==> config.mk <==
export PLATFORM = sky130hd
export DESIGN_NAME = ddr2_init_monitor_flat
export DESIGN_NICKNAME = d
export VERILOG_FILES = /design/src/rtl/ddr2_init_monitor_if.sv /design/src/rtl/ddr2_init_monitor.sv /design/src/flat_wrapper.sv
export SDC_FILE = /design/constraint.sdc
export NUM_CORES = 1
export LEC_CHECK = 0
export BUFFER_PORTS_ARGS = -buffer_cell sky130_fd_sc_hd__buf_2
export CAP_MARGIN = 20
export CORE_MARGIN = 4
export CORE_UTILIZATION = 39
export CTS_BUF_LIST = sky130_fd_sc_hd__clkbuf_8
export CTS_CLUSTER_DIAMETER = 200
export DETAILED_ROUTE_END_ITERATION = 10
export HOLD_SLACK_MARGIN = 0.02
export SETUP_SLACK_MARGIN = 0.3
export SLEW_MARGIN = 40
export SYNTH_ARGS = -nofsm -noshare
export SYNTH_HDL_FRONTEND = slang
export SYNTH_SLANG_ARGS = --single-unit
export TNS_END_PERCENT = 50
==> constraint.sdc <==
create_clock -name CLK_n -period 3.1 [get_ports CLK_n]
set_input_delay 0.155 -clock CLK_n [delete_from_list [all_inputs] [get_ports CLK_n]]
set_output_delay 0.155 -clock CLK_n [all_outputs]
set_load 0.01 [all_outputs]
==> src/rtl/ddr2_init_monitor_if.sv <==
// DDR2 command/address/bank pin bus as seen at the SDRAM.
// The controller (or bench) drives it; the monitor only listens.
interface ddr2_init_monitor_if;
  logic        CKE;
  logic [2:0]  COMMAND;  // {RAS,CAS,WE}
  logic [13:0] ADDRESS;
  logic [2:0]  BANK;

  modport master (output CKE, COMMAND, ADDRESS, BANK);
  modport slave  (input  CKE, COMMAND, ADDRESS, BANK);
endinterface

==> src/rtl/ddr2_init_monitor.sv <==
// DDR2 power-up sequence monitor: decodes the pin bus on every clock,
// walks the JEDEC init sequence, captures the four mode registers and
// latches the first protocol violation.
module ddr2_init_monitor #(
  parameter int MIN_GAP    = 2,
  parameter int CKE_SETTLE = 16
) (
  input  logic                CLK_n,
  input  logic                RST,
  ddr2_init_monitor_if.slave  bus,
  output logic                INIT_DONE,
  output logic                ERROR,
  output logic [3:0]          ERR_CODE,
  output logic [3:0]          ERR_STAGE,
  output logic [3:0]          STAGE,
  output logic [13:0]         MR_VAL,
  output logic [13:0]         EMR_VAL,
  output logic [13:0]         EMR2_VAL,
  output logic [13:0]         EMR3_VAL,
  output logic [2:0]          CAS_LATENCY,
  output logic [2:0]          BURST_LEN
);

  localparam int GW = (MIN_GAP < 1) ? 1 : $clog2(MIN_GAP + 1);
  localparam int CW = (CKE_SETTLE < 1) ? 1 : $clog2(CKE_SETTLE + 1);

  typedef enum logic [2:0] {
    C_MRST = 3'd0, C_ARSR = 3'd1, C_PRCH = 3'd2, C_ACTV = 3'd3,
    C_WRTE = 3'd4, C_READ = 3'd5, C_BTRM = 3'd6, C_NOOP = 3'd7
  } cmd_e;

  typedef enum logic [3:0] {
    ST_PRE0, ST_EMR2, ST_EMR3, ST_EMR1, ST_MR_DLL, ST_PRE1, ST_REF0,
    ST_REF1, ST_MR, ST_OCD_DEF, ST_OCD_EXIT, ST_FIN, ST_DONE
  } stage_e;

  stage_e          stage;
  cmd_e            cmd;
  logic [GW-1:0]   gap_q, gap_now;
  logic [CW-1:0]   cke_q;
  cmd_e            exp_cmd;
  logic [2:0]      exp_bank;
  logic            chk_bank, addr_ok, is_cmd, done_mode, accept;
  logic [3:0]      err_nx;

  assign cmd         = cmd_e'(bus.COMMAND);
  assign STAGE       = stage;
  assign CAS_LATENCY = MR_VAL[6:4];
  assign BURST_LEN   = MR_VAL[2:0];

  // Distance from the last non-NOOP to the command sampled now; the
  // register holds 0 right after a command, so add one and saturate.
  always_comb begin
    gap_now = (gap_q >= GW'(MIN_GAP)) ? GW'(MIN_GAP) : gap_q + 1'b1;
  end

  // Per-stage expectation and first-violation priority encode.
  always_comb begin
    exp_cmd  = C_NOOP;
    exp_bank = 3'd0;
    chk_bank = 1'b0;
    addr_ok  = 1'b1;
    case (stage)
      ST_PRE0, ST_PRE1: begin exp_cmd = C_PRCH; addr_ok = bus.ADDRESS[10]; end
      ST_EMR2:     begin exp_cmd = C_MRST; chk_bank = 1'b1; exp_bank = 3'd2; end
      ST_EMR3:     begin exp_cmd = C_MRST; chk_bank = 1'b1; exp_bank = 3'd3; end
      ST_EMR1:     begin exp_cmd = C_MRST; chk_bank = 1'b1; exp_bank = 3'd1;
                         addr_ok = ~bus.ADDRESS[0]; end
      ST_MR_DLL:   begin exp_cmd = C_MRST; chk_bank = 1'b1; exp_bank = 3'd0;
                         addr_ok = bus.ADDRESS[8]; end
      ST_REF0, ST_REF1: exp_cmd = C_ARSR;
      ST_MR:       begin exp_cmd = C_MRST; chk_bank = 1'b1; exp_bank = 3'd0;
                         addr_ok = ~bus.ADDRESS[8]; end
      ST_OCD_DEF:  begin exp_cmd = C_MRST; chk_bank = 1'b1; exp_bank = 3'd1;
                         addr_ok = &bus.ADDRESS[9:7]; end
      ST_OCD_EXIT: begin exp_cmd = C_MRST; chk_bank = 1'b1; exp_bank = 3'd1;
                         addr_ok = ~|bus.ADDRESS[9:7]; end
      default: ;
    endcase

    is_cmd    = (cmd != C_NOOP);
    done_mode = (stage == ST_FIN) || (stage == ST_DONE);
    err_nx    = 4'd0;
    if (is_cmd) begin
      if (!bus.CKE || cke_q < CW'(CKE_SETTLE))          err_nx = 4'd5;
      else if (gap_now < GW'(MIN_GAP))                  err_nx = 4'd4;
      else if (!done_mode) begin
        if (cmd inside {C_ACTV, C_READ, C_WRTE, C_BTRM}) err_nx = 4'd6;
        else if (cmd != exp_cmd)                        err_nx = 4'd1;
        else if (chk_bank && bus.BANK != exp_bank)      err_nx = 4'd2;
        else if (!addr_ok)                              err_nx = 4'd3;
      end
    end
    accept = is_cmd && (err_nx == 4'd0) && !done_mode && !ERROR;
  end

  // Command spacing and CKE settle counters, both saturating.
  always_ff @(posedge CLK_n or negedge RST) begin
    if (!RST) begin
      gap_q <= GW'(MIN_GAP);
      cke_q <= '0;
    end else begin
      gap_q <= is_cmd ? '0 : gap_now;
      if (!bus.CKE)                      cke_q <= '0;
      else if (cke_q < CW'(CKE_SETTLE))  cke_q <= cke_q + 1'b1;
    end
  end

  // Stage machine, register capture and sticky error latch.
  always_ff @(posedge CLK_n or negedge RST) begin
    if (!RST) begin
      stage     <= ST_PRE0;
      INIT_DONE <= 1'b0;
      ERROR     <= 1'b0;
      ERR_CODE  <= 4'd0;
      ERR_STAGE <= 4'd0;
      MR_VAL    <= '0;
      EMR_VAL   <= '0;
      EMR2_VAL  <= '0;
      EMR3_VAL  <= '0;
    end else begin
      // Captures happen even on failing MRSTs so the written value is visible.
      if (cmd == C_MRST && !bus.BANK[2]) begin
        case (bus.BANK[1:0])
          2'd0: MR_VAL   <= bus.ADDRESS;
          2'd1: EMR_VAL  <= bus.ADDRESS;
          2'd2: EMR2_VAL <= bus.ADDRESS;
          default: EMR3_VAL <= bus.ADDRESS;
        endcase
      end
      if (!ERROR) begin
        if (err_nx != 4'd0) begin
          ERROR     <= 1'b1;
          ERR_CODE  <= err_nx;
          ERR_STAGE <= stage;
        end else if (stage == ST_FIN) begin
          stage <= ST_DONE;
        end else if (accept) begin
          stage <= stage_e'(stage + 4'd1);
          if (stage == ST_OCD_EXIT) INIT_DONE <= 1'b1;
        end
      end
    end
  end

endmodule

==> src/flat_wrapper.sv <==
// flat-port wrapper written by rule: the top's interface ports become plain ports
module ddr2_init_monitor_flat 
#(
  parameter int MIN_GAP    = 2,
  parameter int CKE_SETTLE = 16
)
  (CLK_n, RST, INIT_DONE, ERROR, ERR_CODE, ERR_STAGE, STAGE, MR_VAL, EMR_VAL, EMR2_VAL, EMR3_VAL, CAS_LATENCY, BURST_LEN, bus_CKE, bus_COMMAND, bus_ADDRESS, bus_BANK);
  ddr2_init_monitor_if bus_i ();
  input  logic CLK_n;
  input  logic RST;
  output logic INIT_DONE;
  output logic ERROR;
  output logic [3:0] ERR_CODE;
  output logic [3:0] ERR_STAGE;
  output logic [3:0] STAGE;
  output logic [13:0] MR_VAL;
  output logic [13:0] EMR_VAL;
  output logic [13:0] EMR2_VAL;
  output logic [13:0] EMR3_VAL;
  output logic [2:0] CAS_LATENCY;
  output logic [2:0] BURST_LEN;
  input wire logic [$bits(bus_i.CKE)-1:0] bus_CKE;
  input wire logic [$bits(bus_i.COMMAND)-1:0] bus_COMMAND;
  input wire logic [$bits(bus_i.ADDRESS)-1:0] bus_ADDRESS;
  input wire logic [$bits(bus_i.BANK)-1:0] bus_BANK;
  assign bus_i.CKE = bus_CKE;
  assign bus_i.COMMAND = bus_COMMAND;
  assign bus_i.ADDRESS = bus_ADDRESS;
  assign bus_i.BANK = bus_BANK;
  ddr2_init_monitor #(.MIN_GAP(MIN_GAP), .CKE_SETTLE(CKE_SETTLE)) u_core (.CLK_n(CLK_n), .RST(RST), .bus(bus_i), .INIT_DONE(INIT_DONE), .ERROR(ERROR), .ERR_CODE(ERR_CODE), .ERR_STAGE(ERR_STAGE), .STAGE(STAGE), .MR_VAL(MR_VAL), .EMR_VAL(EMR_VAL), .EMR2_VAL(EMR2_VAL), .EMR3_VAL(EMR3_VAL), .CAS_LATENCY(CAS_LATENCY), .BURST_LEN(BURST_LEN));
endmodule
# Word level (Yosys, flattened, before mapping)

Cells that the tools add are included.
Widths: inputs -> output; s select.

Logic and storage cells: 98
Bits of input ports: 23
Flip-flop bits (word level): 77
Output and inout port bits: 76

Magnitude comparators: 3
Add/subtract/negate cells: 3
Reductions and logical operators: 33
Bitwise logic cells: 6
Eq/ne operators: 22
Mux-type cells: 20

Operators by type and width:

| kind                | number |
|---|---|
| $mux 4              | 9 |
| $eq 4x4->1 const B  | 5 |
| $eq 4x3->1 const B  | 4 |
| $mux 5              | 2 |
| $reduce_and 2->1    | 5 |
| $eq 3x3->1 const B  | 3 |
| $pmux 3 s3          | 1 |
| $reduce_or 3->1     | 3 |
| $eq 4x2->1 const B  | 2 |
| $logic_not 4->1     | 2 |
| $reduce_bool 4->1   | 2 |
| $reduce_or 7->1     | 1 |
| $mux 2              | 3 |
| $not 1->1           | 6 |
| $pmux 1 s6          | 1 |
| $pmux 2 s3          | 1 |
| $reduce_and 3->1    | 2 |
| $add 5x1->5 const B | 1 |
| $logic_and 1x1->1   | 5 |
| $logic_not 1->1     | 5 |
| $lt 5x5->1 const B  | 1 |
| $reduce_and 5->1    | 1 |
| $add 4x1->4 const B | 1 |
| $eq 4x1->1 const B  | 1 |
| other kinds (16)    | 20 |

# Logic depth before layout (Yosys ltp)

Depth in word-level cells: 18
Mapped depth: 10
Gate-level depth less buffers: 10

# Worst setup path after synthesis

Ideal clock, no wire load.

Kind: flip-flop to flip-flop
Start: register u_core.stage[0] (netlist: u_core.STAGE[0])
End: register u_core.ERR_CODE[1]
Setup time: 125 ps
Clock period less this slack: 2,672 ps
Cell stages (with the launch flop): 11
Buffers on the path: 0
Path slack: 428 ps
Arrival time: 2,547 ps
Data required time: 2,975 ps
Cell sequence: dfrtp_1 > inv_1 > ha_1 > nor2_2 > or3_1 > and3_4 > or4b_4 > o211ai_4 > nor3_4 > nor2_8 > mux2_4

Word-level cells in the longest chain between the ends: 14
Elaborated cells on any way between the ends: 35
Classes of those cells: 14 x eq/ne; 12 x mux; 9 x reduce/logical

RTL lines:

| element                                         | RTL line                 | source |
|---|---|---|
| start, declared                                 | ddr2_init_monitor.sv:37  | `stage_e stage;` |
| start signal, assigned                          | ddr2_init_monitor.sv:139 | `stage <= stage_e'(stage + 4'd1);` |
| $eq 4x2->1 / $eq 4x4->1 (equally long branches) | ddr2_init_monitor.sv:63  | `case (stage)` |
| $reduce_or 3->1 (no source line)                | --                       |  |
| $pmux 2 s3                                      | ddr2_init_monitor.sv:63  |  |
| $ne 3x2->1                                      | ddr2_init_monitor.sv:90  | `else if (chk_bank && bus.BANK != exp_bank) err_nx = 4'd2;` |
| $logic_and 1x1->1                               | ddr2_init_monitor.sv:90  |  |
| $mux 4                                          | ddr2_init_monitor.sv:90  |  |
| $mux 4                                          | ddr2_init_monitor.sv:89  | `else if (cmd != exp_cmd) err_nx = 4'd1;` |
| $mux 4                                          | ddr2_init_monitor.sv:88  | `if (cmd inside {C_ACTV, C_READ, C_WRTE, C_BTRM}) err_nx = 4'd6;` |
| $mux 4 (*)                                      | ddr2_init_monitor.sv:87  | `else if (!done_mode) begin` |
| $mux 4 (*)                                      | ddr2_init_monitor.sv:86  | `else if (gap_now < GW'(MIN_GAP)) err_nx = 4'd4;` |
| $mux 4 (*)                                      | ddr2_init_monitor.sv:85  | `if (!bus.CKE \|\| cke_q < CW'(CKE_SETTLE)) err_nx = 4'd5;` |
| $mux 4 (*)                                      | ddr2_init_monitor.sv:84  | `if (is_cmd) begin` |
| $reduce_bool 4->1                               | ddr2_init_monitor.sv:132 | `if (err_nx != 4'd0) begin` |
| $reduce_and 2->1 (no source line)               | --                       |  |
| end signal, assigned                            | ddr2_init_monitor.sv:134 | `ERR_CODE <= err_nx;` |
| end, declared                                   | ddr2_init_monitor.sv:13  | `output logic [3:0] ERR_CODE,` |

Every way passes the cells marked *; elsewhere a longest branch is shown, timed or not.
A chain may end at the register's enable or synchronous reset.

# Final worst setup path

Start: register u_core.stage[0] (netlist: u_core.STAGE[0])
End: register u_core.stage[1] (netlist: u_core.STAGE[1])

Word-level cells in the longest chain between the ends: 18
Elaborated cells on any way between the ends: 45
Classes of those cells: 1 x add/sub; 14 x eq/ne; 14 x mux; 1 x bitwise; 15 x reduce/logical

RTL lines:

| element                                         | RTL line                | source |
|---|---|---|
| $eq 4x2->1 / $eq 4x4->1 (equally long branches) | ddr2_init_monitor.sv:63 |  |
| $reduce_or 3->1 (no source line)                | --                      |  |
| $pmux 2 s3                                      | ddr2_init_monitor.sv:63 |  |
| $ne 3x2->1                                      | ddr2_init_monitor.sv:90 |  |
| $logic_and 1x1->1                               | ddr2_init_monitor.sv:90 |  |
| $mux 4                                          | ddr2_init_monitor.sv:90 |  |
| $mux 4                                          | ddr2_init_monitor.sv:89 |  |
| $mux 4                                          | ddr2_init_monitor.sv:88 |  |
| $mux 4                                          | ddr2_init_monitor.sv:87 |  |
| $mux 4                                          | ddr2_init_monitor.sv:86 |  |
| $mux 4                                          | ddr2_init_monitor.sv:85 |  |
| $mux 4                                          | ddr2_init_monitor.sv:84 |  |
| $logic_not 4->1                                 | ddr2_init_monitor.sv:94 | `accept = is_cmd && (err_nx == 4'd0) && !done_mode && !ERROR;` |
| $logic_and 1x1->1 (3 in series)                 | ddr2_init_monitor.sv:94 |  |
| $reduce_bool 2->1 (no source line)              | --                      |  |
| $reduce_and 3->1 (no source line)               | --                      |  |

Several ways; a longest one is shown, not always the timed one. The select of a mux whose other input is x is not followed.

==> summary.md <==
| Metric | Value |
|---|---|
| Setup Crit Path Kind | `flop to flop` |
| Synth area leader | `dfrtp_1` |
| Avg WL per Cell | `16.8 um` |
| Worst skew pair latency | `350 ps` |
| Post-synth cell types | `59` |
| Startpoint types | `flop` |
| Antenna Violating Nets Remaining | `0` |
| Least-Margin Pin Slew | `757 ps` |
| Die Area | `10,800 um^2` |
| R2R Setup Slk | `410 ps` |
| Unrepaired setup endpoints after global routing | `no` |
| Number of synthesized flops with an enable pin | `0` |
| Commonest cells after routing, fill and taps aside | `buf_2 (96), dfrtp_1 (71), mux2_2 (57)` |
| Initial antenna violation count | `0` |
| Antenna Cells | `0` |
| Area after DPL | `4140 um^2` |
| Iteration-0 DRC Markers | `72` |
| Syn Nets | `301` |
| Final Setup Violations | `0` |
| Reg-to-Reg End | `u_core.STAGE[1]` |
| Crit path from | `u_core.STAGE[0]` |
| Vias | `2,458` |
| Pleak | `0.00218 uW` |
| Largest net degree at the start of global routing | `77` |
| Most common cell after layout, fill and taps aside | `buf_2` |
| Fmax | `0.371 GHz` |
| Slew Limit Fails | `0` |
| Signal arrival time at the worst endpoint | `2920 ps` |
| Total grt overflow | `0` |
| Cells on worst reg2reg path | `10` |
| Sequential-to-total area share from yosys stat | `52.8%` |
| Synth top area cells | `dfrtp_1 (52%), mux2_2 (18%), mux2_4 (2.5%)` |
| Io pins | `99` |
| Req. time, crit path | `3320 ps` |
| Asr flop ratio synth | `100%` |
| DRC Markers | `0` |
| Hold WC Path Type | `primary input to flop` |
| Initial core utilization | `40.7%` |
| Drt total wl | `8.17 mm` |
| Pwr dens | `538 nW/um^2` |
| Mean Syn Cell Area | `13.2 um^2` |
| Synth warnings | `0` |
| Final Net Count | `401` |
| Placement Rows | `34` |
| Final Hold Viols | `0` |
| Top FF cell, synth | `dfrtp_1` |
| Slew headroom | `49.4%` |
| Gate Count Post-Synth | `272` |
| Design Area, Final | `4470 um^2` |
| Pre-antenna DRT Iters | `4` |
| GRT Util Overall | `15.6%` |
| Max Cap Viol | `0` |
| CP max FO | `7` |
| TritonCTS clock tree | `done` |
| FF+latch area | `1910 um^2` |
| Synthesized cell area | `3600 um^2` |
| Multi-input logic area | `1650 um^2` |
| Core area | `8850 um^2` |
| P&R area growth vs syn | `24.1%` |
| Max VDD drop | `0.259 mV` |
| #FFs+latches synth | `76` |
| Clock sinks | `76` |
| Port Buf Inserts | `97` |
| Power Total | `2400 uW` |
| CTS max path bufs | `2` |
| Outcome | `completed` |
| Die width | `104 um` |
| Clock transition at the registers of the reported paths | `90 ps` |
| Worst r2r src | `u_core.STAGE[0]` |
| First-pass GRT wire length | `13.7 mm` |
| GP Congestion | `0.808` |
| Crit path to | `u_core.STAGE[1]` |
| Top-area cell type share of the netlist area | `52.1%` |
| Die height | `104 um` |
| Clk root buf | `clkbuf_8` |
| Filler cell count | `791` |
| Clk_skew | `9.62 ps` |
| Final HPWL DP | `5.90 mm` |
| Vias in the first global route | `2,635` |
| Worst setup EP type | `flop` |
| Layout cells sized above 1 | `57.8%` |
| TritonCTS buffer count | `9` |
| Tcrit/Tclk final | `86.9%` |
| Setup_tns | `0 ps` |
| Min Tclk post-route | `2690 ps` |
| Mean number of vias per cell | `5.07` |
| H-tree levels | `3` |
-- final cells by class --
type / instances / area share, %
clock buffer: 10 / 3.08
clock inverter: 6 / 1.20
inverter: 8 / 0.672
multi-input combinational: 173 / 36.8
sequential: 76 / 42.7
tap: 108 / 3.02
timing repair buffer: 104 / 12.5
-- cells in the mapped netlist, drive strengths merged (3+ instances only) --
cell type  instances
nor2              15
and3               4
nor2b              3
dfrtp             75
mux2i              6
a21oi              4
o21ai              7
nor3               7
buf               13
nand2b             3
nand3              3
nor4b              3
nand2             12
and2               3
mux2              64
nand4              3
xnor2              4
ha                 6
inv                8
-- layer usage --
layer	up-vias	share of wire [%]	track usage [%]
met4	0	1.2	5.13
met1	1209	44	19.5
met3	8	7.4	5.46
met2	85	47	25.4
met5	-	0	0
li1	1156	-	-
-- per-stage QoR --
stage / setup slack [ps] / hold slack (ps) / util [%] / cells
after floorplan: 428 / -141 / - / 272
after global placement: 300 / 351 / 46.8 / 464
after detailed placement: 262 / 225 / 46.8 / 464
after CTS: 336 / 59.6 / 49.4 / 482
after global routing: 276 / 70.2 / 50.5 / 485
final: 406 / 71.7 / 50.5 / 485
-- how the worst min path moves through the flow --
stage | endpoint | slack (ps) | start | cells after the start
after floorplan | u_core.EMR2_VAL[0] | -140 | RST | 0
after global placement | u_core.ERR_STAGE[2] | 350 | RST | 1
after detailed placement | u_core.ERR_CODE[1] | 220 | RST | 1
after CTS | u_core.EMR2_VAL[13] | 60 | bus_ADDRESS[13] | 2
after global routing | u_core.MR_VAL[4] | 70 | bus_ADDRESS[4] | 2
final | u_core.MR_VAL[4] | 70 | bus_ADDRESS[4] | 2
-- critical path, stage by stage (launching register included) --
cell and delay, ps:
dfrtp_2 470, buf_4 160, ha_4 180, mux2i_1 170, a21oi_1 140, xor2_2 190, o31ai_4 290, a211oi_4 130
nor4_4 410, nand2_2 110, mux2_1 330
-- sequential cells by signal (all words and copies together) (netlist names) --
name	count
u_core.gap_q	2
u_core.MR_VAL	14
u_core.EMR3_VAL	14
u_core.EMR2_VAL	14
u_core.ERROR	1
u_core.STAGE	4
u_core.ERR_CODE	3
u_core.EMR_VAL	14
u_core.cke_q	5
u_core.ERR_STAGE	4
u_core.INIT_DONE	1
-- what timing repair did --
action,in CTS,in global routing
gates resized for setup,6,15
pin swaps,1,4
endpoints found under the hold margin,75,0
hold buffers,1,0
endpoints found under the setup margin,7,11
buffers inserted,1,3
-- power breakdown --
| group | internal [uW] | switching [uW] |
|---|---|---|
| logic | 236 | 242 |
| clock network | 328 | 389 |
| registers | 1140 | 71.8 |
-- kinds of logic after synthesis --
| group | count (synthesis) | share of synthesized area [%] |
|---|---|---|
| compound gates | 26 | 5.80 |
| xor+xnor | 5 | 1.42 |
| fa+ha+maj | 6 | 2.08 |
| buf+inv | 23 | 3.79 |
| flops | 76 | 52.8 |
| mux | 70 | 22.3 |
| other cells | 1 | 0.104 |
| simple gates | 65 | 11.7 |
Note: power is estimated with default switching activity, not from simulation.
